## src/rtl/axi_rd_pkg.sv

```systemverilog
// Shared types and constants for the AXI read response sink.
package axi_rd_pkg;

    localparam int AXI_LEN_W  = 8;
    localparam int AXI_DW_DEF = 64;

    typedef enum logic {
        IDLE  = 1'b0,
        BURST = 1'b1
    } rd_sink_state_e;

    typedef struct packed {
        logic [AXI_DW_DEF-1:0] data;
        logic                  last;
    } rd_beat_t;

endpackage

```

## src/rtl/axi_rd_resp_sink_if.sv

```systemverilog
// AR snoop and R channel bundle between the read bridge (master) and the response sink (slave).
interface axi_rd_resp_sink_if
    import axi_rd_pkg::*;
#(
    parameter int DW = AXI_DW_DEF
);
    logic                 arvalid;
    logic                 arready;
    logic [AXI_LEN_W-1:0] arlen;
    logic                 ar_hold;
    logic [DW-1:0]        rdata;
    logic                 rvalid;
    logic                 rlast;
    logic                 rready;

    modport master (
        output arvalid, arready, arlen, rdata, rvalid, rlast,
        input  ar_hold, rready
    );

    modport slave (
        input  arvalid, arready, arlen, rdata, rvalid, rlast,
        output ar_hold, rready
    );

endinterface

```

## src/rtl/axi_rd_resp_sink_fifo.sv

```systemverilog
// Generic synchronous FIFO with registered storage; a pushed word is readable the cycle after.
// A push into a full FIFO is only taken when a pop frees the slot in the same cycle.
module rd_sink_fifo #(
    parameter int W     = 8,
    parameter int DEPTH = 2
) (
    input  logic         clk,
    input  logic         resetn,
    input  logic         push,
    input  logic [W-1:0] push_data,
    input  logic         pop,
    output logic [W-1:0] pop_data,
    output logic         full,
    output logic         empty
);
    localparam int PW = $clog2(DEPTH);
    localparam int CW = PW + 1;

    logic [W-1:0]  mem_q [DEPTH];
    logic [W-1:0]  mem_d [DEPTH];
    logic [PW-1:0] wr_ptr_q, wr_ptr_d;
    logic [PW-1:0] rd_ptr_q, rd_ptr_d;
    logic [CW-1:0] count_q, count_d;
    logic          do_push, do_pop;

    assign full     = (count_q == CW'(DEPTH));
    assign empty    = (count_q == '0);
    assign pop_data = mem_q[rd_ptr_q];

    always_comb begin
        do_pop   = pop && !empty;
        do_push  = push && (!full || do_pop);
        mem_d    = mem_q;
        wr_ptr_d = wr_ptr_q;
        rd_ptr_d = rd_ptr_q;
        count_d  = count_q;
        if (do_push) begin
            mem_d[wr_ptr_q] = push_data;
            wr_ptr_d        = wr_ptr_q + PW'(1);
        end
        if (do_pop) begin
            rd_ptr_d = rd_ptr_q + PW'(1);
        end
        case ({do_push, do_pop})
            2'b10:   count_d = count_q + CW'(1);
            2'b01:   count_d = count_q - CW'(1);
            default: count_d = count_q;
        endcase
    end

    always_ff @(posedge clk or negedge resetn) begin
        if (!resetn) begin
            mem_q    <= '{default: '0};
            wr_ptr_q <= '0;
            rd_ptr_q <= '0;
            count_q  <= '0;
        end else begin
            mem_q    <= mem_d;
            wr_ptr_q <= wr_ptr_d;
            rd_ptr_q <= rd_ptr_d;
            count_q  <= count_d;
        end
    end

endmodule

```

## src/rtl/axi_rd_resp_sink.sv

```systemverilog
// AXI read response sink: tracks burst lengths from AR, accepts R beats into a buffer, flags rlast errors.
// Optional RD_SINK_STATS_EN adds stat_beats/stat_bursts counters.
module axi_rd_resp_sink
    import axi_rd_pkg::*;
#(
    parameter int DW         = AXI_DW_DEF,
    parameter int FIFO_DEPTH = 4,
    parameter int MAX_OUTST  = 2
) (
    input  logic              clk,
    input  logic              resetn,
    axi_rd_resp_sink_if.slave rd,
    output logic [DW-1:0]     dout_data,
    output logic              dout_last,
    output logic              dout_valid,
    input  logic              dout_ready,
    output logic              err_rlast_early,
    output logic              err_rlast_miss,
    output logic              err_ar_ovf
`ifdef RD_SINK_STATS_EN
    ,
    output logic [31:0]       stat_beats,
    output logic [15:0]       stat_bursts
`endif
);
    typedef struct packed {
        logic [DW-1:0] data;
        logic          last;
    } beat_t;

    rd_sink_state_e       state_q, state_d;
    logic [AXI_LEN_W-1:0] cur_len_q, cur_len_d;
    logic [AXI_LEN_W-1:0] beat_cnt_q, beat_cnt_d;
    logic [AXI_LEN_W-1:0] len_head;
    logic                 len_full, len_empty, len_pop;
    logic                 buf_full, buf_empty;
    logic                 ar_fire, beat_acc, cnt_done, burst_end;
    logic                 early_q, early_d;
    logic                 miss_q, miss_d;
    logic                 ovf_q, ovf_d;
    beat_t                buf_in, buf_out;

    assign ar_fire    = rd.arvalid && rd.arready;
    assign rd.ar_hold = len_full;
    assign rd.rready  = (state_q == BURST) && !buf_full;
    assign beat_acc   = rd.rvalid && rd.rready;

    rd_sink_fifo #(.W(AXI_LEN_W), .DEPTH(MAX_OUTST)) u_len_q (
        .clk       (clk),
        .resetn    (resetn),
        .push      (ar_fire),
        .push_data (rd.arlen),
        .pop       (len_pop),
        .pop_data  (len_head),
        .full      (len_full),
        .empty     (len_empty)
    );

    rd_sink_fifo #(.W(DW + 1), .DEPTH(FIFO_DEPTH)) u_buf (
        .clk       (clk),
        .resetn    (resetn),
        .push      (beat_acc),
        .push_data (buf_in),
        .pop       (dout_valid && dout_ready),
        .pop_data  (buf_out),
        .full      (buf_full),
        .empty     (buf_empty)
    );

    assign dout_data  = buf_out.data;
    assign dout_last  = buf_out.last;
    assign dout_valid = !buf_empty;

    // A burst ends on the counted last beat or on an early rlast, whichever comes first.
    always_comb begin
        state_d    = state_q;
        cur_len_d  = cur_len_q;
        beat_cnt_d = beat_cnt_q;
        len_pop    = 1'b0;
        early_d    = 1'b0;
        miss_d     = 1'b0;
        cnt_done   = (beat_cnt_q == cur_len_q);
        burst_end  = beat_acc && (cnt_done || rd.rlast);
        buf_in     = '{data: rd.rdata, last: cnt_done || rd.rlast};
        case (state_q)
            IDLE: begin
                if (!len_empty) begin
                    len_pop    = 1'b1;
                    cur_len_d  = len_head;
                    beat_cnt_d = '0;
                    state_d    = BURST;
                end
            end
            BURST: begin
                if (beat_acc) begin
                    beat_cnt_d = beat_cnt_q + AXI_LEN_W'(1);
                    early_d    = !cnt_done && rd.rlast;
                    miss_d     = cnt_done && !rd.rlast;
                end
                if (burst_end) begin
                    state_d = IDLE;
                end
            end
            default: state_d = IDLE;
        endcase
        ovf_d = ovf_q || (ar_fire && len_full && !len_pop);
    end

    always_ff @(posedge clk or negedge resetn) begin
        if (!resetn) begin
            state_q    <= IDLE;
            cur_len_q  <= '0;
            beat_cnt_q <= '0;
            early_q    <= 1'b0;
            miss_q     <= 1'b0;
            ovf_q      <= 1'b0;
        end else begin
            state_q    <= state_d;
            cur_len_q  <= cur_len_d;
            beat_cnt_q <= beat_cnt_d;
            early_q    <= early_d;
            miss_q     <= miss_d;
            ovf_q      <= ovf_d;
        end
    end

    assign err_rlast_early = early_q;
    assign err_rlast_miss  = miss_q;
    assign err_ar_ovf      = ovf_q;

`ifdef RD_SINK_STATS_EN
    logic [31:0] stat_beats_q, stat_beats_d;
    logic [15:0] stat_bursts_q, stat_bursts_d;

    always_comb begin
        stat_beats_d  = stat_beats_q + {31'd0, beat_acc};
        stat_bursts_d = stat_bursts_q + {15'd0, burst_end};
    end

    always_ff @(posedge clk or negedge resetn) begin
        if (!resetn) begin
            stat_beats_q  <= '0;
            stat_bursts_q <= '0;
        end else begin
            stat_beats_q  <= stat_beats_d;
            stat_bursts_q <= stat_bursts_d;
        end
    end

    assign stat_beats  = stat_beats_q;
    assign stat_bursts = stat_bursts_q;
`endif

endmodule

```

## src/flat_wrapper.sv

```systemverilog
// flat-port wrapper written by rule: the top's interface ports become plain ports
module axi_rd_resp_sink_flat import axi_rd_pkg::*;
#(
    parameter int DW         = AXI_DW_DEF,
    parameter int FIFO_DEPTH = 4,
    parameter int MAX_OUTST  = 2
)
  (clk, resetn, dout_data, dout_last, dout_valid, dout_ready, err_rlast_early, err_rlast_miss, err_ar_ovf, rd_arvalid, rd_arready, rd_arlen, rd_rdata, rd_rvalid, rd_rlast, rd_ar_hold, rd_rready);
  axi_rd_resp_sink_if #(.DW(DW)) rd_i ();
  input  logic clk;
  input  logic resetn;
  output logic [DW-1:0] dout_data;
  output logic dout_last;
  output logic dout_valid;
  input  logic dout_ready;
  output logic err_rlast_early;
  output logic err_rlast_miss;
  output logic err_ar_ovf;
  input wire logic [$bits(rd_i.arvalid)-1:0] rd_arvalid;
  input wire logic [$bits(rd_i.arready)-1:0] rd_arready;
  input wire logic [$bits(rd_i.arlen)-1:0] rd_arlen;
  input wire logic [$bits(rd_i.rdata)-1:0] rd_rdata;
  input wire logic [$bits(rd_i.rvalid)-1:0] rd_rvalid;
  input wire logic [$bits(rd_i.rlast)-1:0] rd_rlast;
  output wire logic [$bits(rd_i.ar_hold)-1:0] rd_ar_hold;
  output wire logic [$bits(rd_i.rready)-1:0] rd_rready;
  assign rd_i.arvalid = rd_arvalid;
  assign rd_i.arready = rd_arready;
  assign rd_i.arlen = rd_arlen;
  assign rd_i.rdata = rd_rdata;
  assign rd_i.rvalid = rd_rvalid;
  assign rd_i.rlast = rd_rlast;
  assign rd_ar_hold = rd_i.ar_hold;
  assign rd_rready = rd_i.rready;
  axi_rd_resp_sink #(.DW(DW), .FIFO_DEPTH(FIFO_DEPTH), .MAX_OUTST(MAX_OUTST)) u_core (.clk(clk), .resetn(resetn), .rd(rd_i), .dout_data(dout_data), .dout_last(dout_last), .dout_valid(dout_valid), .dout_ready(dout_ready), .err_rlast_early(err_rlast_early), .err_rlast_miss(err_rlast_miss), .err_ar_ovf(err_ar_ovf));
endmodule
```

## config.mk

```make
export PLATFORM = sky130hd
export DESIGN_NAME = axi_rd_resp_sink_flat
export DESIGN_NICKNAME = d
export VERILOG_FILES = /design/src/rtl/axi_rd_pkg.sv /design/src/rtl/axi_rd_resp_sink_if.sv /design/src/rtl/axi_rd_resp_sink_fifo.sv /design/src/rtl/axi_rd_resp_sink.sv /design/src/flat_wrapper.sv
export SDC_FILE = /design/constraint.sdc
export NUM_CORES = 1
export LEC_CHECK = 0
export CORE_ASPECT_RATIO = 1.1
export CORE_UTILIZATION = 30
export CTS_CLUSTER_SIZE = 10
export DETAILED_ROUTE_END_ITERATION = 12
export HOLD_SLACK_MARGIN = 0.1
export PLACE_DENSITY_LB_ADDON = 0.2
export REMOVE_ABC_BUFFERS = 1
export SLEW_MARGIN = 20
export SYNTH_ARGS = -nofsm -noshare
export SYNTH_HDL_FRONTEND = slang
export SYNTH_SLANG_ARGS = --single-unit
```

## constraint.sdc

```tcl
create_clock -name clk -period 2.6 [get_ports clk]
set_clock_uncertainty 0.05 [all_clocks]
set_input_delay 0.52 -clock clk [delete_from_list [all_inputs] [get_ports clk]]
set_output_delay 0.52 -clock clk [all_outputs]
set_load 0.05 [all_outputs]
```

Word level (Yosys, flattened, before mapping)
Index checks and enable logic that the tools add are counted.

cells by class
  $add $sub $neg = 9
  magnitude comparators = 6
  equal/unequal tests = 9
  mux-type cells = 25
  bitwise operators = 6
  reductions and logical operators = 32

operators by type and width
  cell                                                              count
  260-bit bitwise mux                                               1
  65-bit two-way mux                                                3
  65-bit binary-select mux with 2-bit select                        1
  65-bit demux with 2-bit select                                    1
  8-bit two-way mux                                                 6
  16-bit bitwise mux                                                1
  8-bit one-hot mux with 2 select lines                             1
  1-bit logical AND                                                 15
  8-bit by 1-bit adder with 8-bit output (second input constant)    1
  8-bit demux with 1-bit select                                     1
  8-bit == test                                                     1
  1-bit logical NOT                                                 7
  1-bit two-way mux                                                 7
  2-bit by 1-bit adder with 2-bit output (second input constant)    3
  2-bit == test (second input constant)                             3
  3-bit >= comparator (second input constant)                       2
  2-bit inverter with 3-bit output                                  2
  3-bit one-hot mux with 2 select lines                             1
  2-bit by 1-bit == test with 1-bit output (second input constant)  2
  2-bit >= comparator (second input constant)                       2
  1-bit logical OR                                                  4
  2-bit inequality test (second input constant)                     2
  1-bit inverter with 2-bit output                                  2
  2-bit one-hot mux with 2 select lines                             1
  13 further kinds                                                  17

storage, ports and cells
  register bits = 307
  input port bits = 79
  output and inout bits = 71
  logic and storage cells = 105

Longest topological paths before layout
Gate-level depths: netlist of run 1.

  depth in word-level cells = 8
  mapped depth = 10
  mapped depth without buffers = 9

Hierarchy
A second synthesis of run 1 with hierarchy kept.

second synthesis, totals
  cell total of the unflattened synthesis = 822
  area total of the unflattened synthesis = 13,605.5 um^2

by module, submodules not included
  module                         instances  cells each  area each (um^2)  seq. area each (um^2)
  rd_sink_fifo (u_core.u_buf)    1          669         11,697.5          6,681.4
  axi_rd_resp_sink               1          85          978.4             500.5
  rd_sink_fifo (u_core.u_len_q)  1          68          929.6             500.5

Worst setup path before layout of run 1
Ideal clock, no wire load.

  path kind = flip-flop to flip-flop
  start = register u_core.u_buf.count_q[0]
  end = register u_core.u_buf.count_q[2]
  data arrival time = 2.176 ns
  data required time = 2.471 ns
  path slack = 0.295 ns
  cell stages (with the launch flop) = 11
  cells stage by stage = dfrtp_1 > nor3b_4 > nor3b_4 > inv_2 > clkbuf_1 > ha_1 > inv_1 > fa_1 > xor2_1 > nor2_1 > xor2_1

between the ends
  cells in the longest elaborated chain, start to end = 8

ends and longest elaborated chain
  what                                                                                RTL line                                             source
  start: declaration                                                                  axi_rd_resp_sink_fifo.sv:23                          logic [CW-1:0] count_q, count_d;
  start signal: assignment                                                            axi_rd_resp_sink_fifo.sv:61                          count_q <= count_d;
  3-bit logical NOT                                                                   axi_rd_resp_sink_fifo.sv:27                          assign empty = (count_q == '0);
  1-bit logical NOT                                                                   axi_rd_resp_sink_fifo.sv:31, axi_rd_resp_sink.sv:72
  1-bit logical AND                                                                   axi_rd_resp_sink.sv:64                               .pop (dout_valid && dout_ready),
  1-bit logical AND                                                                   axi_rd_resp_sink_fifo.sv:31                          do_pop = pop && !empty;
  1-bit logical OR                                                                    axi_rd_resp_sink_fifo.sv:32                          do_push = push && (!full || do_pop);
  1-bit logical AND                                                                   axi_rd_resp_sink_fifo.sv:32
  2-bit by 1-bit == test with 1-bit output / 2-bit == test (equally long branches)    axi_rd_resp_sink_fifo.sv:44                          case ({do_push, do_pop})
  3-bit one-hot mux with 2 select lines / 2-bit nonzero test (equally long branches)  n/a

Parallel ways exist; a longest one is shown, timed or not.
A chain may end at the register's enable or synchronous reset.

Worst setup path in the final report of run 1
  start = register u_core.u_buf.rd_ptr_q[0]
  end = output dout_data[28]

between the ends
  cells in the longest elaborated chain, start to end = 4

ends and longest elaborated chain
  what                                                    RTL line                     source
  start: declaration                                      axi_rd_resp_sink_fifo.sv:22  logic [PW-1:0] rd_ptr_q, rd_ptr_d;
  start signal: assignment                                axi_rd_resp_sink_fifo.sv:60  rd_ptr_q <= rd_ptr_d;
  2-bit inverter with 3-bit output (not written as such)  axi_rd_resp_sink_fifo.sv:28  assign pop_data = mem_q[rd_ptr_q];
  65-bit binary-select mux with 2-bit select              axi_rd_resp_sink_fifo.sv:28
  65-bit two-way mux (not written as such) (2 in series)  axi_rd_resp_sink_fifo.sv:28
  end: declaration                                        flat_wrapper.sv:12           output logic [DW-1:0] dout_data;

No other way between the ends. The select of a mux whose other input is x is not followed.

==> metrics.txt, run 1 <==
RSZ-0062 raised after global routing yes; Worst Setup SP u_core.u_buf.rd_ptr_q[0]; CTS Buf Count 39; Final HPWL DP 18,500 um; final setup fails 10; Crit Path Category reg2out; Primary FF master, synth dfrtp_1; CP Buf/Inv Count 3; post-layout util 39.6%; area share of fa/ha/maj cells after synthesis 0.810%; mux cell area share after synthesis 35.0%; Vias/cell 4.75; DIE WIDTH 203 um; DRC errors left 0; mapped cell area 13,300 um^2; Rows 80; CTS tree built; die area 45,100 um^2; average wire per standard cell 19.9 um; main combinational cell family by area after synthesis multiplexers; delay of the slowest critical-path stage 520 ps; ANT cells 0; Total Wirelength 31,700 um; period utilisation layout 101%; Initial Utilization 30.5%; number of synthesized flops with an enable pin 0; XOR/XNOR share of the synthesized area 1.25%; crit-path leading delay family buffers and inverters; Worst Setup Start Kind register; reg2reg start u_core.u_buf.count_q[0]; share of layout cells above drive strength 1 49.5%; Die Y-Extent 223 um; CP required 2030 ps; Worst-Skew Late Latency 540 ps; actual slew at the worst max-slew pin 602 ps; Slew Viols, Final 0; total track usage 14.5%; largest net degree at the start of global routing 69; yosys warns 0; Post-Synth Simple-Gate Area 2.18%; Async S/R FF share, synth 100%; IO Port Bufs 149; Synth Area in Compound Gates 1.07%; clk buf depth 3; area grow syn2layout 29.8%; Final Wtd Congestion 0.711; slowest CP cell mux4_2; failing checks setup timing; Mapped Avg Cell Area 16.2 um^2; Post-layout nets 1,094; outcome finished with violations; Congestion Overflow GR 0; initial antenna violation count 2; Via Count 7,587; FF+latch count, synth 307; Distinct cells, synth 34; fmax 380 MHz; crit end category output port; CTS root buf clkbuf_16; first-pass GRT wire length 50,000 um; clk slew on worst S/H paths 50 ps; hold path start u_core.err_ar_ovf; minimum clock period 2630 ps; final setup margin -34.1 ps; CP Cell Sequence buf_12, clkbuf_16, mux4_2, buf_6; Max-cap violations 0; antenna-violating nets left 0; vias in the first global route 8,267; critical path peak fanout 5; core footprint 43,500 um^2; WP data arrival 2060 ps; Ports 150; final hold viol count 0; TritonRoute pass-1 iters 4; part of the Yosys area used for sequential elements 57.8%; Max-slew headroom 59.9%; Syn Inst Count 818; sink count of the clock tree 307; htree depth 2; Hold Crit Class reg2reg; DR iter-0 viols 216
==> final cells by class <==
class / instances / area [um^2]
well taps: 574 / 718
multi-input cells: 456 / 5370
flip-flops and latches: 307 / 7690
clock buffers: 54 / 1080
inverters: 8 / 30.0
clock inverters: 4 / 76.3
fillers: 4101 / 26300
repair buffers: 195 / 2270
==> per-layer routing <==
layer	up-vias	GRT usage, %	wire (um)
li1	3393	-	-
met2	125	22.6	14900
met5	-	0	25
met3	49	3.30	1260
met1	4016	20.1	14900
met4	4	4.12	682
==> worst paths after layout <==
path	slack [ps]	cells past startpoint	to
worst max-delay path	-30	4	dout_data[28]
worst min-delay path	420	1	u_core.err_ar_ovf
worst max register to register	430	9	u_core.u_buf.count_q[2]
worst min register to register	420	1	u_core.err_ar_ovf
max in group asynchronous	1240	3	u_core.u_buf.mem_q[233]
min in group asynchronous	500	2	u_core.u_buf.mem_q[129]
==> Yosys cell counts, types with 3 or more instances <==
library cell,n,area share [%]
a21oi_1,6,0.23
and2_1,3,0.14
buf_1,3,0.085
buf_2,35,1.3
clkbuf_1,9,0.25
dfrtp_1,307,58
ha_1,7,0.66
inv_1,6,0.17
mux2_2,272,23
mux2i_1,12,0.90
mux4_2,65,11
nand2_1,22,0.62
nand3_1,6,0.23
nor2_1,8,0.23
nor3_1,5,0.19
o21ai_0,10,0.38
o31ai_1,3,0.17
xnor2_1,7,0.46
xor2_1,12,0.79
==> metrics by stage <==
stage          instances  hold WS, ps  cell area [um^2]  setup TNS (ps)  setup slack, ps
4_1_cts             1594          427             17100           -3500             -101
3_3_place_gp        1527          407             15600               0              191
5_1_grt             1598          461             17200           -4400             -110
2_1_floorplan        771          174             13100         -940000            -3280
6_report            1598          425             17200            -184            -34.1
3_5_place_dp        1527          407             15600               0              147
==> state kept, by name, indices dropped and copies added (netlist names) <==
| signal | flops |
|---|---|
| u_core.u_buf.mem_q | 260 |
| u_core.u_len_q.mem_q | 16 |
| u_core.beat_cnt_q | 8 |
| u_core.cur_len_q | 8 |
| u_core.u_buf.count_q | 3 |
| u_core.u_buf.rd_ptr_q | 2 |
| u_core.u_buf.wr_ptr_q | 2 |
| u_core.u_len_q.count_q | 2 |
| u_core.err_ar_ovf | 1 |
| u_core.err_rlast_early | 1 |
| u_core.err_rlast_miss | 1 |
| u_core.state_q | 1 |
| u_core.u_len_q.rd_ptr_q | 1 |
| u_core.u_len_q.wr_ptr_q | 1 |
==> layout by cell type (no fill, tap or decap), types with 7 or more instances in the layout <==
cell type        instances
mux2_2                 272
xnor2_1                  7
o21ai_0                 10
clkbuf_16               42
buf_4                   21
mux2i_1                 12
mux4_2                  65
xor2_1                  12
ha_1                     7
clkbuf_1                10
nor2_1                   8
buf_6                   66
dfrtp_1                305
nand2_1                 22
clkdlybuf4s50_1         80
buf_12                  13
==> cells by family (layout without fill, tap and decap cells) <==
logic type	count (synthesis)	in the layout
muxes	349	349
DFF	307	307
and+or+nand+nor	56	56
buffers and inverters	55	261
AOI/OAI and AO/OA	24	24
xor gates and xnor gates	19	19
adders and majority gates	8	8
==> repair_timing <==
item	in CTS	in global routing
endpoints found under the hold margin	55	0
pin swaps	0	0
gates cloned	4	3
resized for setup	74	3
hold buffers	1	0
setup endpoints to repair	67	66
buffers inserted	4	1
Power of run 1 is left out: the tool's default activity adds up to more than one toggle a clock period on the data nets, which glitch-free logic cannot reach.
==> inputs of run 2 (changes only) <==
--- a/config.mk
+++ b/config.mk
@@ -5,8 +5,8 @@
 export SDC_FILE = /design/constraint.sdc
 export NUM_CORES = 1
 export LEC_CHECK = 0
-export CORE_ASPECT_RATIO = 1.1
 export CORE_UTILIZATION = 30
+export CTS_BUF_LIST = sky130_fd_sc_hd__clkbuf_8
 export CTS_CLUSTER_SIZE = 10
 export DETAILED_ROUTE_END_ITERATION = 12
 export HOLD_SLACK_MARGIN = 0.1
==> constraint.sdc (replaced) <==
create_clock -name clk -period 3.3 [get_ports clk]
set_clock_uncertainty 0.05 [all_clocks]
set_input_delay 0.66 -clock clk [delete_from_list [all_inputs] [get_ports clk]]
set_output_delay 0.66 -clock clk [all_outputs]
set_load 0.05 [all_outputs]
==> metrics.txt, run 2 (synthesis gave the netlist of run 1 again) <==
most common cell after layout, fill and taps aside dfrtp_1; htree depth 2; final hold viol count 0; sink count of the clock tree 307; critical path peak fanout 10; RSZ-0062 raised after global routing no; Worst Setup Start Kind register; Crit Path Category reg2out; share of layout cells above drive strength 1 47.9%; Die Y-Extent 212 um; DRC errors left 0; setup_tns 0 ps; die area 45,100 um^2; fmax 314 MHz; Ports 150; DR iter-0 viols 281; largest net degree at the start of global routing 64; final setup margin 119 ps; Vias/cell 4.67; initial antenna violation count 1; Max-slew headroom 62.9%; Initial Utilization 30.6%; crit end category output port; minimum clock period 3180 ps; first-pass GRT wire length 48,700 um; Final Non-Filler Cells 1,632; Hold Crit Class reg2reg; Slew Viols, Final 0; TritonRoute pass-1 iters 4; Rows 76; fill count 4,133; Final Wtd Congestion 0.718; Worst-Skew Late Latency 610 ps; core footprint 43,400 um^2; crit-path leading delay family buffers and inverters; IO Port Bufs 149; slowest CP cell clkdlybuf4s50_1; post-place setup slack 490 ps; largest registers u_core.u_buf.mem_q: 260 flops, u_core.u_len_q.mem_q: 16 flops; reg2reg start u_core.u_buf.count_q[1]; CP required 2590 ps; Final HPWL DP 18,600 um; CP Cell Sequence buf_8, mux4_2, clkdlybuf4s50_1; antenna-violating nets left 0; delay of the slowest critical-path stage 720 ps; final setup fails 0; outcome finished clean; CP Buf/Inv Count 2; area grow syn2layout 25.8%; actual slew at the worst max-slew pin 554 ps; Biggest register u_core.u_buf.mem_q; Post-layout nets 1,091; commonest cells after routing, fill and taps aside dfrtp_1 (305), mux2_2 (272), clkdlybuf4s50_1 (100); register area 7690 um^2; Cells after DPL 1,529; vias in the first global route 8,443; total track usage 14.0%; Worst Setup SP u_core.u_buf.rd_ptr_q[0]; area of the multi-input gates 5370 um^2; CTS Buf Count 54; max reg flops 260; clk buf depth 3; Congestion Overflow GR 0; ANT cells 0; clk slew on worst S/H paths 60 ps; period utilisation layout 96.4%; WP data arrival 2470 ps; average wire per standard cell 18.3 um; Total Wirelength 29,900 um; CTS tree built; Max-cap violations 0; hold path start u_core.err_ar_ovf; DIE WIDTH 212 um; CTS root buf clkbuf_8; Via Count 7,615
## run 2: cell count changes in the layout (fill, tap and decap cells not counted), moves of 2 or more
cell	delta
clkbuf_1	-10
clkbuf_8	+66
buf_6	-66
dlygate4sd2_1	-2
clkinv_2	+5
buf_4	+40
buf_12	-3
buf_16	-6
clkdlybuf4s50_1	+20
clkbuf_16	-42
inv_1	+19
## run 2: metal layers
metal	vias to the layer above	routed length [um]	global-route usage, %
met4	2	631	5.21
met1	4013	13800	18.8
met3	53	1460	3.25
li1	3406	-	-
met5	-	8	0
met2	141	14000	21.9
## run 2: path summary, 6_finish.rpt
kind	to	slack (ps)	cells past startpoint
max in group asynchronous	u_core.u_buf.mem_q[126]	1820	3
setup reg to reg	u_core.u_buf.count_q[2]	990	9
setup / recovery	dout_data[42]	120	3
min in group asynchronous	u_core.u_buf.mem_q[214]	530	2
hold reg to reg	u_core.err_ar_ovf	430	1
hold / removal	u_core.err_ar_ovf	430	1
## run 2: stage by stage
step / cell area, um^2 / util (%) / hold WS [ps]
floorplan: 13100 / - / 314
global placement: 15500 / 35.7 / 409
detailed placement: 15500 / 35.7 / 413
CTS: 16700 / 38.5 / 432
global route: 16700 / 38.5 / 457
finish: 16700 / 38.5 / 430
## run 2: cell type report
cell class | instances | area share (%)
clock buffers | 71 | 5.85
flip-flops and latches | 307 | 46.0
clock inverters | 28 | 1.04
well taps | 585 | 4.38
inverters | 8 | 0.180
multi-input cells | 456 | 32.1
repair buffers | 177 | 10.4
## run 2: timing repair
item / in CTS / in global routing
resized for setup: 2 / 2
hold buffers: 1 / 0
setup buffers: 3 / 0
setup endpoints to repair: 43 / 2
hold endpoints to repair: 53 / 0
Power of run 2 is left out for the same reason.
